==> config.mk <==
export PLATFORM = sky130hd
export DESIGN_NAME = prog_loader_ctrl
export DESIGN_NICKNAME = d
export VERILOG_FILES = /design/src/rtl/prog_loader_ctrl_pkg.sv /design/src/rtl/prog_loader_ctrl_byte_packer.sv /design/src/rtl/prog_loader_ctrl.sv
export SDC_FILE = /design/constraint.sdc
export NUM_CORES = 1
export LEC_CHECK = 0
export ABC_AREA = 1
export BUFFER_PORTS_ARGS = -buffer_cell sky130_fd_sc_hd__buf_2
export CORE_UTILIZATION = 55
export DETAILED_ROUTE_END_ITERATION = 10
export PLACE_DENSITY = 0.95
export SYNTH_ARGS = -nofsm -noshare
export SYNTH_HDL_FRONTEND = slang
export SYNTH_HIERARCHICAL = 1
export SYNTH_SLANG_ARGS = --single-unit
==> constraint.sdc <==
create_clock -name clk -period 2.9 [get_ports clk]
set_clock_uncertainty 0.1 [all_clocks]
set_input_delay 0.145 -clock clk [delete_from_list [all_inputs] [get_ports clk]]
set_output_delay 0.145 -clock clk [all_outputs]
set_load 0.1 [all_outputs]
==> src/rtl/prog_loader_ctrl_pkg.sv <==
// Shared types and constants for the program loader controller.
package prog_loader_ctrl_pkg;

  localparam int unsigned DEF_DEPTH      = 256;
  localparam int unsigned DEF_WIDTH      = 32;
  localparam int unsigned DEF_ADD_WIDTH  = 8;
  localparam int unsigned BYTES_PER_WORD = 4;
  localparam int unsigned PACK_WIDTH     = 8 * BYTES_PER_WORD;
  localparam int unsigned LOW_WIDTH      = PACK_WIDTH - 8;

  localparam logic [6:0] HALT_OPCODE = 7'b1111111;

  typedef enum logic [2:0] {
    ST_IDLE     = 3'd0,
    ST_ASSEMBLE = 3'd1,
    ST_WRITE    = 3'd2,
    ST_RUN      = 3'd3,
    ST_HALT     = 3'd4
  } state_t;

  typedef struct packed {
    logic byte_ready;
    logic busy;
    logic mem_we;
    logic cpu_run;
    logic halted;
  } flags_t;

  // Output flags that belong to a state; loaded together with the state register.
  function automatic flags_t state_flags(input state_t s);
    flags_t f;
    f = '0;
    case (s)
      ST_ASSEMBLE: begin
        f.byte_ready = 1'b1;
        f.busy       = 1'b1;
      end
      ST_WRITE: begin
        f.busy   = 1'b1;
        f.mem_we = 1'b1;
      end
      ST_RUN:  f.cpu_run = 1'b1;
      ST_HALT: f.halted  = 1'b1;
      default: ;
    endcase
    return f;
  endfunction

endpackage

==> src/rtl/prog_loader_ctrl_byte_packer.sv <==
// Little-endian byte-to-word packer: first byte lands in [7:0], fourth in [31:24].
module byte_packer
  import prog_loader_ctrl_pkg::*;
(
  input  logic                  clk,
  input  logic                  rst_n,
  input  logic                  i_clear,
  input  logic                  i_byte_valid,
  input  logic [7:0]            i_byte_data,
  output logic [PACK_WIDTH-1:0] o_word_c,
  output logic                  o_word_valid_c
);

  logic [1:0]           r_idx;
  logic [LOW_WIDTH-1:0] r_low;

  // The 4th byte completes the word in the same cycle it is accepted.
  assign o_word_valid_c = i_byte_valid && (r_idx == 2'd3);
  assign o_word_c       = {i_byte_data, r_low};

  always_ff @(posedge clk) begin
    if (!rst_n) begin
      r_idx <= '0;
      r_low <= '0;
    end else if (i_clear) begin
      r_idx <= '0;
      r_low <= '0;
    end else if (i_byte_valid) begin
      case (r_idx)
        2'd0:    r_low[7:0]   <= i_byte_data;
        2'd1:    r_low[15:8]  <= i_byte_data;
        2'd2:    r_low[23:16] <= i_byte_data;
        default: ;
      endcase
      r_idx <= r_idx + 2'd1;
    end
  end

endmodule

==> src/rtl/prog_loader_ctrl.sv <==
// Loads a byte stream into program memory, then runs the CPU until a halt opcode is fetched.
// Optional LOADER_CHECKSUM_EN adds an XOR checksum over all loaded words.
module prog_loader_ctrl
  import prog_loader_ctrl_pkg::*;
#(
  parameter int unsigned DEPTH     = DEF_DEPTH,
  parameter int unsigned WIDTH     = DEF_WIDTH,
  parameter int unsigned ADD_WIDTH = DEF_ADD_WIDTH
) (
  input  logic                 clk,
  input  logic                 rst_n,
  input  logic                 load_start,
  input  logic [ADD_WIDTH:0]   load_len,
  input  logic                 byte_valid,
  input  logic [7:0]           byte_data,
  output logic                 byte_ready,
  output logic                 mem_we,
  output logic [ADD_WIDTH-1:0] mem_addr,
  output logic [WIDTH-1:0]     mem_wdata,
  input  logic [ADD_WIDTH-1:0] cpu_pc,
  input  logic                 cpu_fetch,
  input  logic [WIDTH-1:0]     mem_rdata,
  output logic                 cpu_run,
  output logic                 busy,
  output logic                 halted,
  output logic                 err,
  output logic [WIDTH-1:0]     checksum
);

  localparam int unsigned          LEN_W     = ADD_WIDTH + 1;
  localparam logic [LEN_W-1:0]     MAX_LEN   = LEN_W'(DEPTH);
  localparam logic [ADD_WIDTH-1:0] LAST_ADDR = ADD_WIDTH'(DEPTH - 1);

  state_t                 r_state;
  flags_t                 r_flags;
  logic                   r_err;
  logic [ADD_WIDTH-1:0]   r_wptr;
  logic [LEN_W-1:0]       r_count;
  logic [LEN_W-1:0]       r_len;
  logic [WIDTH-1:0]       r_mem_wdata;

  logic                   w_idle_like;
  logic                   w_len_legal;
  logic                   w_load_ok;
  logic                   w_byte_acc;
  logic                   w_halt_fetch;
  logic                   w_word_valid;
  logic [PACK_WIDTH-1:0]  w_word;
  logic [LEN_W-1:0]       w_count_inc;
  logic                   w_unused_rdata;

  assign w_idle_like  = (r_state == ST_IDLE) || (r_state == ST_HALT);
  assign w_len_legal  = (load_len != '0) && (load_len <= MAX_LEN);
  assign w_load_ok    = load_start && w_len_legal && w_idle_like;
  assign w_byte_acc   = byte_valid && r_flags.byte_ready;
  assign w_halt_fetch = cpu_fetch && (mem_rdata[6:0] == HALT_OPCODE);
  assign w_count_inc  = r_count + LEN_W'(1);
  assign w_unused_rdata = ^mem_rdata[WIDTH-1:7];

  byte_packer u_packer (
    .clk            (clk),
    .rst_n          (rst_n),
    .i_clear        (w_load_ok),
    .i_byte_valid   (w_byte_acc),
    .i_byte_data    (byte_data),
    .o_word_c       (w_word),
    .o_word_valid_c (w_word_valid)
  );

  // Control FSM; flags are reloaded only on a state change so they always match r_state.
  always_ff @(posedge clk) begin
    if (!rst_n) begin
      r_state     <= ST_IDLE;
      r_flags     <= '0;
      r_err       <= 1'b0;
      r_wptr      <= '0;
      r_count     <= '0;
      r_len       <= '0;
      r_mem_wdata <= '0;
    end else begin
      case (r_state)
        ST_IDLE, ST_HALT: begin
          if (load_start) begin
            if (w_len_legal) begin
              r_state <= ST_ASSEMBLE;
              r_flags <= state_flags(ST_ASSEMBLE);
              r_err   <= 1'b0;
              r_wptr  <= '0;
              r_count <= '0;
              r_len   <= load_len;
            end else begin
              r_err <= 1'b1;
            end
          end
        end
        ST_ASSEMBLE: begin
          if (w_word_valid) begin
            r_state     <= ST_WRITE;
            r_flags     <= state_flags(ST_WRITE);
            r_mem_wdata <= WIDTH'(w_word);
          end
        end
        ST_WRITE: begin
          r_wptr  <= (r_wptr == LAST_ADDR) ? '0 : r_wptr + ADD_WIDTH'(1);
          r_count <= w_count_inc;
          if (w_count_inc == r_len) begin
            r_state <= ST_RUN;
            r_flags <= state_flags(ST_RUN);
          end else begin
            r_state <= ST_ASSEMBLE;
            r_flags <= state_flags(ST_ASSEMBLE);
          end
        end
        ST_RUN: begin
          if (w_halt_fetch) begin
            r_state <= ST_HALT;
            r_flags <= state_flags(ST_HALT);
          end
        end
        default: begin
          r_state <= ST_IDLE;
          r_flags <= state_flags(ST_IDLE);
        end
      endcase
    end
  end

`ifdef LOADER_CHECKSUM_EN
  logic [WIDTH-1:0] r_checksum;

  // Accumulates during the WRITE cycle, restarts with every legal load.
  always_ff @(posedge clk) begin
    if (!rst_n) begin
      r_checksum <= '0;
    end else if (w_load_ok) begin
      r_checksum <= '0;
    end else if (r_flags.mem_we) begin
      r_checksum <= r_checksum ^ r_mem_wdata;
    end
  end

  assign checksum = r_checksum;
`else
  assign checksum = '0;
`endif

  assign byte_ready = r_flags.byte_ready;
  assign mem_we     = r_flags.mem_we;
  assign cpu_run    = r_flags.cpu_run;
  assign busy       = r_flags.busy;
  assign halted     = r_flags.halted;
  assign err        = r_err;
  assign mem_wdata  = r_mem_wdata;
  // Memory port belongs to the loader while busy, to the CPU otherwise.
  assign mem_addr   = r_flags.busy ? r_wptr : cpu_pc;

endmodule

# After elaboration in Yosys (flattened, before gate mapping)
# Index checks and enable logic that the tools add are counted.
# word_totals
reg_bits,93
input_bits,62
output_inout_bits,78
wordCells,76
# op_classes
n_addsub,3
n_lt_le_gt_ge,1
n_eq_ne,14
n_mux,21
bitwise_logic,1
n_reduce_logical,21
# ops
op,n
2-to-1 mux 8 bit,4
2-to-1 mux 5 bit,5
one-hot mux 5 bit (4 select lines),1
2-to-1 mux 9 bit,2
one-hot mux 9 bit (2 select lines),1
one-hot mux 8 bit (2 select lines),1
2-to-1 mux 3 bit,4
one-hot mux 3 bit (4 select lines),1
AND reduction 2 bit,5
adder 9 x 1 -> 9 bit (second input constant),1
== test 9 bit,1
less-or-equal comparator 9 bit (second input constant),1
nonzero test 9 bit,1
adder 8 x 1 -> 8 bit (second input constant),1
== test 8 bit (second input constant),1
== test 7 bit (second input constant),1
== test 3 x 2 -> 1 bit (second input constant),2
logical AND 1 bit,6
inequality test 2 bit (second input constant),3
AND reduction 3 bit,2
== test 2 bit (second input constant),2
AND reduction 4 bit,1
OR reduction 2 bit,2
== test 3 x 1 -> 1 bit (second input constant),1
other kinds (11),11

# Longest topological paths before layout
# Gate-level depths: netlist (run 1).
# logic_depth
ltp_word,5
ltp_mapped,14
depth_no_buf,14

# Hierarchy
# Netlist (run 1), hierarchy kept.
# by_module_without_submodules
module,instances,cells_per_inst,area_each_um2,seq_area_each_um2
prog_loader_ctrl,1,474,3286.9,1321.3
byte_packer,1,181,1191.1,520.5

# Worst setup path after synthesis (run 1)
# No wires, ideal clock.
# synth_path
path_type,flip-flop to output port
startpoint,"reg r_flags, in the netlist busy"
endpoint,out mem_addr[3]
t_arrival_ns,2.908
required_ns,2.655
setup_slack_ns,-0.253
path_stages_with_launch,4
path_buffers,1
cell_sequence,dfxtp_1 > clkbuf_1 > nor2_1 > a21oi_1
# synth_between
elab_chain_len,1
# synth_rtl
item,line_no,text
start: declaration,prog_loader_ctrl.sv:35,flags_t r_flags;
start signal: assignment,prog_loader_ctrl.sv:86,r_flags <= state_flags(ST_ASSEMBLE);
start signal: assignment,prog_loader_ctrl.sv:99,r_flags <= state_flags(ST_WRITE);
start signal: assignment,prog_loader_ctrl.sv:108,r_flags <= state_flags(ST_RUN);
2-to-1 mux 8 bit,prog_loader_ctrl.sv:155,assign mem_addr = r_flags.busy ? r_wptr : cpu_pc;
end: declaration,prog_loader_ctrl.sv:18,"output logic [ADD_WIDTH-1:0] mem_addr,"
# No other way between the ends.

# Worst setup path in the final report (run 1)
# layout_path
startpoint,"reg r_flags, in the netlist byte_ready"
endpoint,reg r_mem_wdata[31] (netlist: mem_wdata[31])
# layout_between
elab_chain_len,3
# layout_rtl
item,line_no,text
logical AND 1 bit,prog_loader_ctrl.sv:55,assign w_byte_acc = byte_valid && r_flags.byte_ready;
net w_byte_acc,prog_loader_ctrl.sv:45,logic w_byte_acc;
logical AND 1 bit,prog_loader_ctrl_byte_packer.sv:18,assign o_word_valid_c = i_byte_valid && (r_idx == 2'd3);
net w_word_valid,prog_loader_ctrl.sv:47,logic w_word_valid;
AND reduction 2 bit (no source line),n/a,
end signal: assignment,prog_loader_ctrl.sv:100,r_mem_wdata <= WIDTH'(w_word);
end: declaration,prog_loader_ctrl.sv:40,logic [WIDTH-1:0] r_mem_wdata;
# The timed path passes the listed nets, and every way through them passes these cells.
# A chain may end at the register's enable or synchronous reset.

==> key figures, run 1 <==
Status
  – Status: complete, no violations

Power
  – Clock group share of total power: a little under a third
  – Power Internal: around 0.0018 W
  – Sequential share of power: 47.5%
  – Peak supply drop: roughly 0.00042 V
  – Pwr per Cell Area: 544 nW/µm²
  – Switching power total: 0.000966 W
  – Net Sw Frac: between 30% and 40%
  – Logic gate share of total power: roughly a fifth
  – Leakage: 2.40 nW

Setup path
  – Worst r2r src: byte_ready
  – Worst Setup Start Kind: register
  – RR Endpoint: mem_wdata[31]
  – Slowest CP cell: dfxtp_1
  – Highest net fanout along the worst path: 34
  – CP Data Arrival Time: around 2300 ps
  – Crit. Startpoint: byte_ready
  – CP required: 3100 ps
  – Crit-path cells: nand2_1 -> inv_1 -> nand2_1 -> inv_1 -> nand2_1 -> buf_4 -> inv_1 -> buf_4 -> nor2_1 -> nor2_1
  – Max stage delay on crit path: 360 ps
  – Crit Path Category: reg -> reg
  – Critical Path Sink: mem_wdata[31]
  – Reg2Reg Setup Slack: between 800 and 900 ps
  – Worst r2r path cells: 10
  – Crit end category: register

Global routing
  – Vias in the first global route: around 3900
  – Initial antenna violation count: 0
  – First-pass GRT wire length: 16900 µm
  – Grt ovf: 0
  – Largest net degree at the start of global routing: 49
  – Total GRT Usage: 24.5%

CTS
  – Clock root cell: clkbuf_8
  – Total CTS buffers: 9
  – CTS max path bufs: 2
  – CTS tree: done
  – Clock transition at path regs: 90 ps
  – H-Tree Level Count: 3
  – Clock sinks: a little over 90
  – Clock latency on the worst-skew pair: 360 ps
  – CTS resizes: 0

Logic synthesis
  – Synthesized flop and latch total: 92
  – Synth Flop Type: dfxtp_1
  – Post-synth EDFFs: 0
  – Synth area leaders: dfxtp_1 (41%), nor2_1 (12%), nand2_1 (11%)
  – Syn Area/Cell: ~6.8 µm²
  – Post-synth cell types: 30
  – Syn Inst Count: 655
  – Yosys top cell by area: dfxtp_1
  – Post-synthesis cell area: 4480 µm²
  – Async S/R FF share, synth: 0%
  – Yosys warning count: 6
  – Top-area cell type share of the netlist area: 41.1%
  – Seq/Total Area, Yosys: between 40% and 50%

STA
  – Slew Limit Fails: 0
  – Setup violators final: 0
  – Slew headroom: 49.6%
  – RSZ-0062 raised after global routing: false
  – Fin. Hold Viols: 0
  – Period utilization: 71.6%
  – F_max: 482 MHz
  – Worst slew pin tran: roughly 760 ps
  – Min Tclk post-route: a little over 2000 ps

Floorplanning
  – Die ar.: 8510 µm²
  – Starting Density: 57.4%
  – IO Pins: 140
  – Core footprint: 7810 µm²
  – FP Rows: 32
  – Die H: 92.2 µm
  – Die Width: 92.2 µm

Route
  – DR DRC count: 0
  – Initial DRC count: 174
  – DR WL/cell: 12.0 µm
  – Final ANT Viol Nets: 0
  – DRT Pass-1 Iters: 5
  – Final wirelength: 10100 µm
  – Vias per cell: 4.99
  – Vias: between 4000 and 5000

Place
  – HPWL Detailed: around 7000 µm
  – I/O Buffers: 82
  – Final GP Congestion: 0.855
  – Placed Instances: 810

Min path
  – Min-Delay Path Class: in -> reg

Flow run
  – Max_cap viols: 0

Final layout
  – # diodes: 0
  – Area Growth Syn to Fin: 13.4%
  – # fillers: about 670
  – # nets final: approximately 800
  – Non-filler instance count after layout: 840
  – Share of cells above drive strength 1: 16.5%
  – Final Util: 65.0%
-- worst min path at each step --
stage / start / to / slack, ps / cells after the start
detailed placement: load_len[0] / r_len[0] / 290 / 3
global placement: load_len[0] / r_len[0] / 290 / 3
finish: load_len[3] / r_len[3] / 20 / 3
CTS: load_start / err / 3 / 3
global route: load_start / err / 10 / 3
floorplan: load_len[0] / r_len[0] / 180 / 2
-- synth_stat cells (4+ instances only) --
library cell  instances
buf_4                45
o21ai_0              49
buf_2                 5
inv_1                65
nor3_1                6
nand2_1             136
nor2_4                4
dfxtp_1              92
nor2_1              145
nand4_1               8
nand3_1              20
ha_1                  6
clkbuf_1             12
nand2_2               4
a21oi_1              36
nor2_2                4
-- layout by cell type, fill, tap and decap left out --
cell	count
clkbuf_8	9
ha_1	6
nand2_1	136
inv_2	2
a21oi_1	36
o21ai_0	49
nand2_2	4
nor3_4	1
a21oi_2	1
o21bai_1	1
dfxtp_1	92
nand3_1	20
xor2_1	1
buf_4	4
nand3_2	1
nor3_1	6
nor2_2	4
clkbuf_1	1
clkinv_2	1
nand4_1	8
nand3b_1	1
bufinv_16	1
dlygate4sd3_1	14
xnor2_1	1
nor2_4	4
inv_1	65
conb_1	32
inv_6	3
mux2_2	2
clkinvlp_4	1
a211oi_2	2
o211ai_1	1
buf_2	82
nor2_1	145
o21ai_1	1
-- flip-flops by register name (all words and copies together), names as in the netlist --
register and cells:
mem_wdata 32, u_packer/r_low 24, r_count 9, r_len 9, r_wptr 8, r_state 3
u_packer/r_idx 2, busy 1, byte_ready 1, cpu_run 1, err 1, mem_we 1
-- stage by stage --
stage / setup TNS (ps) / total power (W) / hold WS [ps] / instance area (µm²) / worst slack, ps
CTS: 0 / 0.00279 / 3.20 / 5080 / 801
floorplan: -1010 / 0.00187 / 180 / 4590 / -253
global route: 0 / 0.00288 / 15.0 / 5080 / 600
detailed placement: 0 / 0.00191 / 294 / 4740 / 821
global placement: 0 / 0.00190 / 290 / 4740 / 895
finish: 0 / 0.00276 / 21.6 / 5080 / 824
-- critical path, delay by kind of cell (launching register included) --
kind | cells | cell delay (ps)
buffers and inverters | 5 | 1140
flip-flops | 1 | 360
AND/OR/NAND/NOR | 5 | 410
-- what timing repair did --
action	in CTS	in global routing
hold endpoints to repair	29	0
buffers inserted	0	0
hold buffers	14	0
-- area by class of cell --
cell class | count | area, µm² | area share (%)
multi-input combinational | 463 | 2080 | 40.9
sequential | 92 | 1840 | 36.3
timing repair buffer | 100 | 581 | 11.4
inverter | 67 | 251 | 4.95
clock buffer | 10 | 128 | 2.51
tap | 102 | 128 | 2.51
clock inverter | 6 | 68.8 | 1.36
-- routing by layer --
layer	wire, µm	vias up	global-route usage, %
met5	0	-	0
met4	134	0	8.46
met3	631	14	4.98
met2	5250	151	45.4
met1	4100	1912	27.8
li1	-	2117	-
-- power groups by stage --
stage,logic (W),clock network (W),registers (W)
floorplan,0.000497,0,0.00137
global placement,0.000563,0,0.00134
detailed placement,0.000571,0,0.00134
CTS,0.000586,0.000887,0.00131
global route,0.000625,0.000936,0.00132
finish,0.000589,0.000861,0.00131
-- logic make-up (layout without fill, tap and decap cells) --
logic type | count (synthesis) | after routing | share of synthesized area [%]
adders and majority gates | 6 | 6 | 1.68
xor gates and xnor gates | 2 | 2 | 0.391
and+or+nand+nor | 330 | 330 | 30.5
AOI/OAI and AO/OA | 91 | 91 | 10.7
muxes | 2 | 2 | 0.503
buffers and inverters | 131 | 183 | 15.1
DFF | 92 | 92 | 41.1
other | 1 | 32 | 0.0837
Power figures use the tool's default switching activity.
==> run 2: changes to the inputs <==
--- a/config.mk
+++ b/config.mk
@@ -5,11 +5,11 @@
 export SDC_FILE = /design/constraint.sdc
 export NUM_CORES = 1
 export LEC_CHECK = 0
-export ABC_AREA = 1
+export ABC_AREA = 0
 export BUFFER_PORTS_ARGS = -buffer_cell sky130_fd_sc_hd__buf_2
-export CORE_UTILIZATION = 55
+export CORE_UTILIZATION = 47
 export DETAILED_ROUTE_END_ITERATION = 10
-export PLACE_DENSITY = 0.95
+export PLACE_DENSITY = 0.87
 export SYNTH_ARGS = -nofsm -noshare
 export SYNTH_HDL_FRONTEND = slang
 export SYNTH_HIERARCHICAL = 1
==> constraint.sdc (replaced) <==
create_clock -name clk -period 1.7 [get_ports clk]
set_clock_uncertainty 0.1 [all_clocks]
set_input_delay 0.085 -clock clk [delete_from_list [all_inputs] [get_ports clk]]
set_output_delay 0.085 -clock clk [all_outputs]
set_load 0.1 [all_outputs]
==> run 2 against run 1 <==
Global-route usage decreased by 1.7 points. Combinational power grew 73%. Cell area rose by 17%. Register-to-register slack got worse by 950 ps. Clock power grew 97%. Wire length rose by 20%. Total power increased by 79%. Count of clock-buffer cells in the layout fell by 1. Worst hold slack gained 58 ps. The run now ends with negative setup slack left.
==> key figures, run 2 <==
Route
  – DR WL/cell: between 15 and 20 µm
  – Final ANT Viol Nets: 0
  – Vias per cell: 5.45
  – DRT Pass-1 Iters: 5
  – DR DRC count: 0
  – Final wirelength: 12100 µm
  – Initial DRC count: ~320
  – Vias: 4369

Floorplanning
  – IO Pins: 140
  – Die ar.: 10900 µm²
  – Core footprint: 9950 µm²
  – Starting Density: 49.3%
  – Die Width: 104 µm
  – FP Rows: 36
  – Die H: between 100 and 150 µm

STA
  – RSZ-0062 raised after global routing: true
  – F_max: 546 MHz
  – Slew Limit Fails: 0
  – Min Tclk post-route: 1830 ps
  – Worst slew pin tran: 565 ps
  – Slew headroom: between 60% and 70%
  – Final worst slack: -130 ps
  – Period utilization: 108%
  – Fin. Hold Viols: 0
  – Setup violators final: 4

Final layout
  – # fillers: 820
  – # nets final: 731
  – Final Util: approximately three fifths
  – Max reg flops: 32
  – Multi-input logic area: around 2700 µm²
  – FF+latch area: ~1900 µm²
  – Share of cells above drive strength 1: 32.0%
  – Commonest non-fill, non-tap cell in the layout: nand2_1
  – # diodes: 0
  – Area Growth Syn to Fin: 20.5%
  – Most frequent cells in the layout: nand2_1 (94), dfxtp_1 (82), buf_2 (82)

Min path
  – Hold path depth: 2
  – Hold wc startpoint: rst_n
  – Min-Delay Path Class: in -> reg

Setup path
  – CP Data Arrival Time: approximately 2000 ps
  – Worst r2r path cells: 7
  – Crit Path Category: reg -> reg
  – Worst r2r src: r_count[1]
  – Worst Setup Start Kind: register
  – Crit end category: register
  – Crit-path cells: buf_4 -> nand3_1 -> a21oi_1 -> o311a_1 -> a211oi_2 -> and2_1 -> o21ai_1
  – CP required: 1860 ps
  – Slowest CP cell: dfxtp_4
  – Highest net fanout along the worst path: 6
  – Max stage delay on crit path: 370 ps
  – Crit. Startpoint: r_count[1]

Flow run
  – Max_cap viols: 0

Logic synthesis
  – Post-synthesis cell area: 4910 µm²
  – Synthesized flop and latch total: 92
  – Adder-Cell Fraction of Synth Area: 1.53%
  – Largest family of logic cells by synthesized area: compound AO/OA/AOI/OAI gates
  – Yosys top cell by area: dfxtp_1
  – Syn Inst Count: between 500 and 600
  – Synth area leaders: dfxtp_1 (38%), nand2_1 (7.3%), a21boi_0 (6.9%)
  – Post-Synth Simple-Gate Area: around a fifth
  – Post-synth cell types: 56
  – Count leader, synth: nand2_1
  – Top-area cell type share of the netlist area: 37.5%
  – Synth Area in Compound Gates: 24.1%
  – Seq/Total Area, Yosys: 37.5%
  – Synth Flop Type: dfxtp_1
  – Syn Area/Cell: 8.77 µm²
  – Post-synthesis xor/xnor area fraction: about 2.4%
  – Async S/R FF share, synth: 0%
  – Yosys warning count: 6
  – Post-synth EDFFs: 0
  – Most frequent cells after synthesis: nand2_1 (96), dfxtp_1 (92), a21boi_0 (45), buf_4 (42), nand3_1 (33)
  – Mux contribution to synthesized area: around 2.4%

Global routing
  – Total GRT Usage: a little under a quarter
  – First-pass GRT wire length: between 15000 and 20000 µm
  – Initial antenna violation count: 0
  – Largest net degree at the start of global routing: 51
  – Vias in the first global route: 4261
  – Grt ovf: 0

CTS
  – Clock sinks: 92
  – Total CTS buffers: 9
  – CTS tree: done
  – Clock transition at path regs: approximately 90 ps
  – H-Tree Level Count: 3
  – CTS max path bufs: 2
  – Clock latency on the worst-skew pair: 390 ps
  – Clock root cell: clkbuf_8

Place
  – Final GP Congestion: between 0.9 and 1
  – I/O Buffers: between 80 and 90
  – HPWL Detailed: between 8000 and 9000 µm
  – Pre-CTS setup slack: -176 ps

Status
  – Status: finished with violations
  – Failing checks: negative setup slack

Power
  – Leakage: 2.36 nW
  – Pwr per Cell Area: 836 nW/µm²
  – Peak supply drop: 0.000597 V
run 2: cell types whose count changed after synthesis, sizes merged, moves of 12 or more:
cell    change
nor2      -134
inv        -61
a21boi     +55
nand2      -44
o21ai      -32
a21bo      +24
nand3      +13
buf        +12
nor2b      +12
run 2: final timing paths:
check,slack (ps),to
max,-130,busy
min,80,r_count[6]
max reg2reg,-130,busy
min reg2reg,350,mem_wdata[6]
run 2: cell type report:
class	count	area share (%)
flip-flops and latches	92	31.5
well taps	133	2.81
inverters	7	0.529
repair buffers	143	16.3
clock buffers	9	2.09
clock inverters	7	1.78
multi-input cells	410	45.0
run 2: kinds of logic (layout without fill, tap and decap cells):
group	Yosys count	count (layout)
xor+xnor	12	12
compound gates	149	149
other cells	1	32
simple gates	200	200
fa+ha+maj	6	6
flops	92	92
mux	11	11
buf+inv	89	166
run 2: per-layer routing:
layer / GRT usage [%] / vias up / part of all wire, %
met2: 38.5 / 204 / 48
met5: 0 / - / 0
li1: - / 2048 / -
met3: 5.26 / 51 / 5.8
met4: 13.0 / 0 / 4.4
met1: 26.5 / 2066 / 42
run 2: worst max-delay path, delay by kind of cell (launching register included):
family | cells | cell delay, ps
AOI/OAI and AO/OA | 4 | 780
buffers and inverters | 1 | 150
DFF | 1 | 370
and+or+nand+nor | 2 | 320
run 2: what timing repair did:
action	CTS	global route
pin swaps	5	1
endpoints found under the setup margin	13	31
resized for setup	4	12
setup buffers	0	0
endpoints found under the hold margin	42	0
hold buffers	18	0
run 2: metrics by stage:
step / hold WS, ps / area (µm²) / instances / total power, W / setup TNS [ps]
finish: 79.4 / 5910 / 801 / 0.00495 / -485
global route: 83.1 / 5910 / 801 / 0.00513 / -948
global placement: 260 / 5460 / 767 / 0.00322 / -4020
detailed placement: 268 / 5460 / 767 / 0.00324 / -6170
CTS: 59.2 / 5890 / 801 / 0.00495 / -477
floorplan: 130 / 5180 / 591 / 0.00317 / -4130
run 2: where the power goes:
part	internal, W	switching (W)
Combinational	0.000250	0.000771
Clock	0.000851	0.000853
Sequential	0.00219	0.0000353
==> run 3: changes to the inputs <==
--- a/config.mk
+++ b/config.mk
@@ -10,6 +10,8 @@
 export CORE_UTILIZATION = 47
 export DETAILED_ROUTE_END_ITERATION = 10
 export PLACE_DENSITY = 0.87
+export SETUP_SLACK_MARGIN = 0.02
+export SLEW_MARGIN = 20
 export SYNTH_ARGS = -nofsm -noshare
 export SYNTH_HDL_FRONTEND = slang
 export SYNTH_HIERARCHICAL = 1
==> run 3 against run 2 <==
The flow still finishes with violations (negative setup slack). Sequential power is essentially flat. Non-clock buffer count is 1 higher. Flip-flop and latch count is the same. Core utilization rose by 0.74 points. Largest cell class unchanged.
==> key figures, run 3 (same netlist as run 2, synthesis figures left out) <==
Power
  – Switching power total: 0.00168 W
  – Leakage: 2.39 nW
  – Peak supply drop: 0.000597 V
  – Pwr per Cell Area: 831 nW/µm²
  – Net Sw Frac: 33.7%
  – Power Internal: 0.00330 W
  – Sequential share of power: between 40% and 50%
  – Clock group share of total power: roughly a third
  – Logic gate share of total power: 21.1%

Global routing
  – Initial antenna violation count: 0
  – Grt ovf: 0
  – First-pass GRT wire length: 19900 µm
  – Largest net degree at the start of global routing: 51
  – Vias in the first global route: approximately 4300
  – Total GRT Usage: 22.8%

STA
  – F_max: ~530 MHz
  – Slew Limit Fails: 0
  – Final worst slack: -173 ps
  – RSZ-0062 raised after global routing: true
  – Setup violators final: 4
  – Slew headroom: between 60% and 70%
  – Period utilization: 110%
  – Worst slew pin tran: 565 ps
  – Min Tclk post-route: between 1500 and 2000 ps
  – Fin. Hold Viols: 0

CTS
  – Clock latency on the worst-skew pair: 390 ps
  – H-Tree Level Count: 3
  – Total CTS buffers: 9
  – CTS max path bufs: 2
  – Clock root cell: clkbuf_8
  – CTS tree: done
  – Clock sinks: 92
  – Clock transition at path regs: 90 ps
  – Setup bufs post-CTS: 0

Floorplanning
  – Die H: 104 µm
  – Core footprint: 9950 µm²
  – FP Rows: 36
  – IO Pins: 140
  – Die Width: 104 µm
  – Starting Density: between 40% and 50%
  – Die ar.: 10900 µm²

Setup path
  – CP Data Arrival Time: 2040 ps
  – Crit end category: register
  – Worst Setup Start Kind: register
  – Crit Path Category: reg -> reg
  – Highest net fanout along the worst path: 7
  – CP required: approximately 1900 ps

Place
  – Final GP Congestion: between 0.9 and 1
  – Placed Instances: 767
  – I/O Buffers: 82
  – Pre-CTS setup slack: -176 ps
  – HPWL Detailed: roughly 8400 µm

Final layout
  – Share of cells above drive strength 1: between 30% and 40%
  – Area Growth Syn to Fin: 22.0%
  – # fillers: 796
  – Max reg flops: 32
  – Commonest non-fill, non-tap cell in the layout: nand2_1
  – # diodes: 0
  – Most frequent cells in the layout: nand2_1 (94), dfxtp_1 (82), buf_2 (82)
  – # nets final: ~730
  – Non-filler instance count after layout: 804

Route
  – DR DRC count: 0
  – DRT Pass-1 Iters: 5
  – Vias: 4444
  – Final wirelength: 12800 µm
  – Vias per cell: 5.53
  – Initial DRC count: roughly 380
  – Final ANT Viol Nets: 0
  – DR WL/cell: roughly 16 µm

Min path
  – Min-Delay Path Class: in -> reg

Flow run
  – Max_cap viols: 0

Status
  – Status: finished with violations
  – Failing checks: negative setup slack
[run 3: final timing paths]
path	from	end	cells after the start	slack, ps
min reg2reg	u_packer/r_low[6]	mem_wdata[6]	2	360
min	rst_n	r_count[6]	2	80
max reg2reg	r_count[1]	busy	7	-170
max	r_count[1]	busy	7	-170
[run 3: routing by layer]
layer	share of wire [%]	wire [µm]	vias up	track usage, %
met4	3.9	505	0	13.0
met5	0	0	-	0
met3	5.8	746	58	5.26
met1	41	5290	2100	26.5
met2	49	6290	224	38.5
li1	-	-	2062	-
[run 3: through the flow]
stage               hold slack [ps]  total power, W  setup TNS [ps]  util (%)  area [µm²]
finish                         82.0         0.00498            -632      60.2        5990
floorplan                       130         0.00317           -4130         -        5180
global route                   86.9         0.00515            -936      60.2        5990
global placement                260         0.00322           -4020      54.9        5460
detailed placement              268         0.00324           -6170      54.9        5460
CTS                            59.2         0.00495            -477      59.1        5890
[run 3: area by class of cell]
cell class	count	area (µm²)	share of cell area, %
clock inverters	7	105	1.76
clock buffers	9	124	2.07
inverters	7	31.3	0.522
flip-flops and latches	92	1860	31.1
well taps	133	166	2.78
multi-input cells	412	2710	45.2
repair buffers	144	992	16.6
[run 3: repair_timing]
| action | CTS | global route |
|---|---|---|
| gates resized for setup | 4 | 21 |
| pin swaps | 5 | 1 |
| gates cloned | 0 | 3 |
| hold buffers | 18 | 0 |
| endpoints found under the hold margin | 42 | 0 |
| endpoints found under the setup margin | 26 | 44 |
[run 3: power groups by stage]
stage          Combinational, W  Clock (W)  Sequential [W]
2_1_floorplan          0.000853          0         0.00232
3_3_place_gp           0.000956          0         0.00227
4_1_cts                 0.00101    0.00172         0.00222
5_1_grt                 0.00109    0.00183         0.00223
3_5_place_dp           0.000970          0         0.00227
6_report                0.00105    0.00170         0.00222
[run 3: worst max-delay path: stages, from the launching register on]
cell and delay, ps:
dfxtp_4 380, ha_4 190, nand3_4 90, or3_1 390
a2bb2o_4 220, a211oi_2 150, and2_1 180, o21ai_1 80
